--- src/rtl/prog_counter_pkg.sv ---
`default_nettype none
// +----------------------------------------------------------------------+
// | Module : prog_counter_pkg                                            |
// | Brief  : Shared direction and mode encodings for prog_counter.       |
// | Rev    : 1.0                                                         |
// +----------------------------------------------------------------------+
package prog_counter_pkg;

    localparam logic DIR_UP    = 1'b1;
    localparam logic DIR_DOWN  = 1'b0;
    localparam logic MODE_WRAP = 1'b0;
    localparam logic MODE_SAT  = 1'b1;

endpackage
`default_nettype wire

--- src/rtl/prog_counter_if.sv ---
`default_nettype none
// +----------------------------------------------------------------------+
// | Module : prog_counter_if                                             |
// | Brief  : Control and status bundle between a host and prog_counter.  |
// | Rev    : 1.0                                                         |
// +----------------------------------------------------------------------+
interface prog_counter_if #(
    parameter int WIDTH = 8
);
    logic             en;
    logic             dir;
    logic             load;
    logic [WIDTH-1:0] load_val;
    logic [WIDTH-1:0] max_val;
    logic             sat;
    logic [WIDTH-1:0] cmp_val;
    logic             clr_ovf;
    logic [WIDTH-1:0] out;
    logic             tc;
    logic             match;
    logic             ovf;

    modport master (
        output en, dir, load, load_val, max_val, sat, cmp_val, clr_ovf,
        input  out, tc, match, ovf
    );

    modport slave (
        input  en, dir, load, load_val, max_val, sat, cmp_val, clr_ovf,
        output out, tc, match, ovf
    );
endinterface
`default_nettype wire

--- src/rtl/prog_counter_prescale.sv ---
`default_nettype none
// +----------------------------------------------------------------------+
// | Module : counter_prescale                                            |
// | Brief  : Ticks on every PRESCALE-th enabled cycle; en=0 freezes it.  |
// | Rev    : 1.0                                                         |
// +----------------------------------------------------------------------+
module counter_prescale #(
    parameter int PRESCALE = 1
) (
    input  wire logic clk,
    input  wire logic rst,
    input  wire logic en,
    input  wire logic clr,
    output logic      tick
);

    generate
        if (PRESCALE == 1) begin : g_bypass
            logic w_unused;
            assign w_unused = &{1'b0, clk, rst, clr};
            assign tick     = en;
        end else begin : g_count
            localparam int            CW     = $clog2(PRESCALE);
            localparam logic [CW-1:0] C_LAST = CW'(PRESCALE - 1);

            logic [CW-1:0] r_cnt;

            always_ff @(posedge clk or negedge rst) begin
                if (!rst) begin
                    r_cnt <= '0;
                end else if (clr) begin
                    r_cnt <= '0;
                end else if (en) begin
                    r_cnt <= (r_cnt == C_LAST) ? '0 : r_cnt + 1'b1;
                end
            end

            assign tick = en & (r_cnt == C_LAST);
        end
    endgenerate

endmodule
`default_nettype wire

--- src/rtl/prog_counter.sv ---
`default_nettype none
// +----------------------------------------------------------------------+
// | Module : prog_counter                                                |
// | Brief  : Up/down modulo counter with load, saturate, prescaler,      |
// |          compare match, terminal-count pulse and sticky overflow.    |
// | Rev    : 1.0                                                         |
// +----------------------------------------------------------------------+
module prog_counter
    import prog_counter_pkg::*;
#(
    parameter int WIDTH    = 8,
    parameter int PRESCALE = 1
) (
    input wire logic       clk,
    input wire logic       rst,
    prog_counter_if.slave  bus
);

    logic             w_step;
    logic [WIDTH-1:0] w_out_next;
    logic             w_tc_next;
    logic [WIDTH-1:0] r_out;
    logic             r_tc;
    logic             r_match;
    logic             r_ovf;

    counter_prescale #(
        .PRESCALE (PRESCALE)
    ) u_prescale (
        .clk  (clk),
        .rst  (rst),
        .en   (bus.en),
        .clr  (bus.load),
        .tick (w_step)
    );

    always_comb begin
        w_out_next = r_out;
        w_tc_next  = 1'b0;
        if (bus.load) begin
            w_out_next = (bus.load_val > bus.max_val) ? bus.max_val : bus.load_val;
        end else if (w_step) begin
            // A limit lowered beneath the count snaps back without a tc event
            if (r_out > bus.max_val) begin
                w_out_next = bus.max_val;
            end else if (bus.dir == DIR_UP) begin
                if (r_out == bus.max_val) begin
                    w_tc_next  = 1'b1;
                    w_out_next = (bus.sat == MODE_SAT) ? r_out : '0;
                end else begin
                    w_out_next = r_out + 1'b1;
                end
            end else begin
                if (r_out == '0) begin
                    w_tc_next  = 1'b1;
                    w_out_next = (bus.sat == MODE_SAT) ? '0 : bus.max_val;
                end else begin
                    w_out_next = r_out - 1'b1;
                end
            end
        end
    end

    always_ff @(posedge clk or negedge rst) begin
        if (!rst) begin
            r_out   <= '0;
            r_tc    <= 1'b0;
            r_match <= 1'b0;
            r_ovf   <= 1'b0;
        end else begin
            r_out   <= w_out_next;
            r_tc    <= w_tc_next;
            r_match <= (w_out_next == bus.cmp_val);
            if (w_tc_next) begin
                r_ovf <= 1'b1;
            end else if (bus.clr_ovf) begin
                r_ovf <= 1'b0;
            end
        end
    end

    assign bus.out   = r_out;
    assign bus.tc    = r_tc;
    assign bus.match = r_match;
    assign bus.ovf   = r_ovf;

endmodule
`default_nettype wire
--- src/flat_wrapper.sv ---
// flat-port wrapper written by rule: the top's interface ports become plain ports
module prog_counter_flat import prog_counter_pkg::*;
#(
    parameter int WIDTH    = 8,
    parameter int PRESCALE = 1
)
  (clk, rst, bus_en, bus_dir, bus_load, bus_load_val, bus_max_val, bus_sat, bus_cmp_val, bus_clr_ovf, bus_out, bus_tc, bus_match, bus_ovf);
  prog_counter_if #(.WIDTH(WIDTH)) bus_i ();
  input wire logic clk;
  input wire logic rst;
  input wire logic [$bits(bus_i.en)-1:0] bus_en;
  input wire logic [$bits(bus_i.dir)-1:0] bus_dir;
  input wire logic [$bits(bus_i.load)-1:0] bus_load;
  input wire logic [$bits(bus_i.load_val)-1:0] bus_load_val;
  input wire logic [$bits(bus_i.max_val)-1:0] bus_max_val;
  input wire logic [$bits(bus_i.sat)-1:0] bus_sat;
  input wire logic [$bits(bus_i.cmp_val)-1:0] bus_cmp_val;
  input wire logic [$bits(bus_i.clr_ovf)-1:0] bus_clr_ovf;
  output wire logic [$bits(bus_i.out)-1:0] bus_out;
  output wire logic [$bits(bus_i.tc)-1:0] bus_tc;
  output wire logic [$bits(bus_i.match)-1:0] bus_match;
  output wire logic [$bits(bus_i.ovf)-1:0] bus_ovf;
  assign bus_i.en = bus_en;
  assign bus_i.dir = bus_dir;
  assign bus_i.load = bus_load;
  assign bus_i.load_val = bus_load_val;
  assign bus_i.max_val = bus_max_val;
  assign bus_i.sat = bus_sat;
  assign bus_i.cmp_val = bus_cmp_val;
  assign bus_i.clr_ovf = bus_clr_ovf;
  assign bus_out = bus_i.out;
  assign bus_tc = bus_i.tc;
  assign bus_match = bus_i.match;
  assign bus_ovf = bus_i.ovf;
  prog_counter #(.WIDTH(WIDTH), .PRESCALE(PRESCALE)) u_core (.clk(clk), .rst(rst), .bus(bus_i));
endmodule
--- config.mk ---
export PLATFORM = sky130hd
export DESIGN_NAME = prog_counter_flat
export DESIGN_NICKNAME = d
export VERILOG_FILES = /design/src/rtl/prog_counter_pkg.sv /design/src/rtl/prog_counter_if.sv /design/src/rtl/prog_counter_prescale.sv /design/src/rtl/prog_counter.sv /design/src/flat_wrapper.sv
export SDC_FILE = /design/constraint.sdc
export NUM_CORES = 1
export LEC_CHECK = 0
export ABC_AREA = 0
export CORE_MARGIN = 8
export CORE_UTILIZATION = 45
export DETAILED_ROUTE_END_ITERATION = 16
export PLACE_DENSITY = 0.76
export REMOVE_ABC_BUFFERS = 1
export SLEW_MARGIN = 20
export SYNTH_ARGS = -nofsm -noshare
export SYNTH_HDL_FRONTEND = slang
export SYNTH_SLANG_ARGS = --single-unit
--- constraint.sdc ---
create_clock -name clk -period 2.7 [get_ports clk]
set_clock_uncertainty 0.1 [all_clocks]
set_input_delay 0.54 -clock clk [delete_from_list [all_inputs] [get_ports clk]]
set_output_delay 0.54 -clock clk [all_outputs]
set_load 0.1 [all_outputs]
==> results.sh <==
export IMPL_outcome="finished, violations left"
export IMPL_violations="setup timing"
export IMPL_finalPower_mw=1.72
export IMPL_grt_pass1_wl_mm=13.3
export IMPL_met2_usage=0.450
export IMPL_yosys_warnings=0
export IMPL_ir_worst_vdd_mv=0.464
export IMPL_pwr_share_seq=0.138
export IMPL_clkLatencyLatePin_ns=0.24
export IMPL_cts_buffer_depth=2
export IMPL_fin_cells=421
export IMPL_p_leak_nw=1.47
export IMPL_antenna_found_initial=0
export IMPL_grt_use_total=0.263
export IMPL_max_slew_margin=0.640
export IMPL_hold_worst_slack_ns=0.458
export IMPL_drt_initial_drc_count=317
export IMPL_max_cap_viol_count=0
export IMPL_netSwitchingFraction=0.496
export IMPL_dieArea_mm2=0.00621
export IMPL_diodes=0
export IMPL_dp_cells=393
export IMPL_htreeDepth=1
export IMPL_internal_power_mw=0.865
export IMPL_post_drt_wl_per_cell_um=23.7
export IMPL_fmax_mhz=333
export IMPL_areaGrowthSynthToFinish_pct=90.9
export IMPL_critPathMaxFanout=3
export IMPL_layout_nets=422
export IMPL_ys_types=64
export IMPL_drtPass1Iterations=5
export IMPL_setup_ws_ns=-0.300
export IMPL_cts_tree="yes"
export IMPL_critPathCaptureType="register"
export IMPL_comb_power_share=0.762
export IMPL_ys_ff_latch=11
export IMPL_hold_viol_final=0
export IMPL_pin_count=42
export IMPL_root_buffer="clkbuf_8"
export IMPL_postRouteAntennaNets=0
export IMPL_overflow=0
export IMPL_synthFlopType="dfrtp_1"
export IMPL_synth_edf_count=0
export IMPL_clk_pin_slew_ns=0.06
export IMPL_powerDensity_mw_per_mm2=506
export IMPL_die_h_um=78.8
export IMPL_fillers=220
export IMPL_timing_final_crit_share=1.11
export IMPL_coreArea_mm2=0.00388
export IMPL_grt_max_degree=14
export IMPL_numCtsBuffers=3
export IMPL_yosysTopAreaCell="dfrtp_1"
export IMPL_ys_async_sr_fraction=1.00
export IMPL_use_met1=0.308
export IMPL_yosysSeqAreaShare=0.155
export IMPL_grt_busiest_layer="met2"
export IMPL_rsz0062_at_grt="true"
export IMPL_syn_area_per_cell_um2=7.59
export IMPL_post_dp_hpwl_mm=5.96
export IMPL_routed_wl_mm=10.0
export IMPL_slew_viol_final=0
export IMPL_rows=23
export IMPL_dieWidth_um=78.8
export IMPL_worst_pin_slew_ns=0.538
export IMPL_route_detailed_drc=0
export IMPL_vias_per_cell=6.95
export IMPL_grt_pass1_vias=2694
export IMPL_clock_sinks=11
export IMPL_finalSetupViolCount=1
export IMPL_mappedNetlistArea_mm2=0.00178
export IMPL_routabilityCongestion=0.999
export IMPL_cp_data_arrival_time_ns=3.05
export IMPL_cp_required_ns=2.75
export IMPL_yosysTopAreaCellShare=0.155
export IMPL_critPathMaxStageDelay_ns=0.41
export IMPL_synthTopCellsByArea="dfrtp_1 (15%), ha_1 (13%), a21oi_1 (5.4%)"
export IMPL_ctsHoldBuffers=0
export IMPL_vias=2925
export IMPL_holdCritPathClass="reg -> reg"
export IMPL_syn_instance_count=234
export IMPL_net_switching_power_mw=0.850
export IMPL_path_class="reg -> reg"
export IMPL_drive_gt1_frac=0.561
export IMPL_cp_slowest_cell="dfrtp_1"
export IMPL_initial_core_util=0.457
export IMPL_start_kind="register"
export IMPL_fin_crit_ns=3.00
export IMPL_clkPwrFrac=0.100
export IMPL_use_met3=0.0666
export IMPL_portBuffers=41
export IMPL_path_cells="buf_6 -> ha_4 -> a21oi_1 -> o21ai_1 -> nand2_2 -> o21ai_2 -> buf_4 -> a22o_4 -> buf_6 -> a221oi_2 -> buf_4 -> xnor2_2 -> nand3_2 -> nor4_2"
-- cell usage after synthesis (all sizes together), types with 2 or more instances --
library cell / count
dfrtp: 11
a21boi: 2
buf: 3
o21ai: 13
xor2: 2
and4: 4
xnor2: 3
nor3: 7
a311oi: 5
o2111ai: 2
nor2b: 3
a221oi: 3
o31ai: 4
nand3: 5
or3: 2
a21o: 2
or4: 2
nor4: 3
o211a: 2
ha: 19
inv: 19
a31oi: 4
a21oi: 19
nand2b: 3
a31o: 3
nand4: 6
nor2: 19
nand4b: 2
nand2: 18
o211ai: 4
clkbuf: 8
a211oi: 3
o32ai: 2
and2: 2
o22ai: 3
-- placed cells by master (no fill, tap or decap), drive strengths merged, types with 2 or more instances in the layout --
cell type / synthesis / layout
a211oi: 3 / 3
a21boi: 2 / 2
a21o: 2 / 2
a21oi: 19 / 19
a221oi: 3 / 3
a311oi: 5 / 5
a31o: 3 / 3
a31oi: 4 / 4
and2: 2 / 2
and4: 4 / 4
buf: 3 / 120
clkbuf: 8 / 4
clkdlybuf4s15: 0 / 2
clkdlybuf4s50: 0 / 13
dfrtp: 11 / 11
dlygate4sd2: 0 / 7
ha: 19 / 19
inv: 19 / 19
nand2: 18 / 18
nand2b: 3 / 3
nand3: 5 / 5
nand4: 6 / 6
nand4b: 2 / 2
nor2: 19 / 19
nor2b: 3 / 3
nor3: 7 / 7
nor4: 3 / 3
o2111ai: 2 / 2
o211a: 2 / 2
o211ai: 4 / 4
o21ai: 13 / 13
o22ai: 3 / 3
o31ai: 4 / 4
o32ai: 2 / 2
or3: 2 / 2
or4: 2 / 2
xnor2: 3 / 3
xor2: 2 / 2
-- cell type report --
| type | count | area, µm² | area share |
|---|---|---|---|
| well taps | 50 | 62.6 | 0.0184 |
| clock inverters | 1 | 5.00 | 0.00148 |
| multi-input cells | 193 | 1770 | 0.521 |
| repair buffers | 144 | 1160 | 0.343 |
| inverters | 19 | 73.8 | 0.0218 |
| clock buffers | 3 | 41.3 | 0.0122 |
| flip-flops and latches | 11 | 279 | 0.0823 |
-- final timing paths --
| kind | from | end | slack, ns | cells past startpoint |
|---|---|---|---|---|
| worst max-delay path | u_core.bus.out[5] | u_core.bus.match | -0.30 | 14 |
| worst min-delay path | u_core.bus.ovf | u_core.bus.ovf | 0.46 | 2 |
| worst max register to register | u_core.bus.out[5] | u_core.bus.match | -0.30 | 14 |
| worst min register to register | u_core.bus.ovf | u_core.bus.ovf | 0.46 | 2 |
| max in group asynchronous | rst | u_core.bus.out[3] | 1.56 | 1 |
| min in group asynchronous | rst | u_core.bus.tc | 0.55 | 1 |
-- logic make-up after synthesis --
family,synth area share
fa+ha+maj,0.134
buf+inv,0.0761
simple gates,0.257
xor+xnor,0.0289
compound gates,0.344
flops,0.155
mux,0.00563
-- layer usage --
layer | wire length [µm] | up-vias
li1 | - | 1182
met3 | 1120 | 116
met4 | 852 | 0
met5 | 0 | -
met1 | 3480 | 1340
met2 | 4540 | 287
-- critical path, delay by kind of cell (launching register included) --
kind	cells	cell delay [ns]
AO/OA/AOI/OAI	5	1.01
XOR/XNOR	1	0.11
adder cells (fa/ha/maj)	1	0.22
buffers and inverters	4	0.59
flip-flops	1	0.41
AND/OR/NAND/NOR	3	0.46
-- power groups by stage --
| stage | registers (mW) | clock network [mW] | logic, mW |
|---|---|---|---|
| after global routing | 0.234 | 0.182 | 1.36 |
| final | 0.236 | 0.172 | 1.31 |
| after detailed placement | 0.222 | 0 | 0.964 |
| after global placement | 0.223 | 0 | 0.959 |
| after floorplan | 0.420 | 0 | 0.333 |
| after CTS | 0.228 | 0.169 | 1.09 |
-- registers in the layout, indices dropped and copies added, names as in the netlist --
| signal | count |
|---|---|
| u_core.bus.out | 8 |
| u_core.bus.tc | 1 |
| u_core.bus.match | 1 |
| u_core.bus.ovf | 1 |
-- repair_timing --
item	4_1_cts	5_1_grt
resized for setup	89	44
setup endpoints to repair	8	2
setup buffers	13	11
pin swaps	31	39
-- stage by stage --
stage / utilization / setup slack, ns / cell area [µm²] / TNS, ns
floorplan: - / -0.914 / 1710 / -2.83
global placement: 0.708 / -0.901 / 2750 / -3.55
detailed placement: 0.708 / -0.916 / 2750 / -3.65
CTS: 0.811 / -0.150 / 3150 / -0.150
global route: 0.873 / -0.399 / 3390 / -0.399
finish: 0.873 / -0.300 / 3390 / -0.300
No activity file was read; power rests on OpenSTA's default activity.
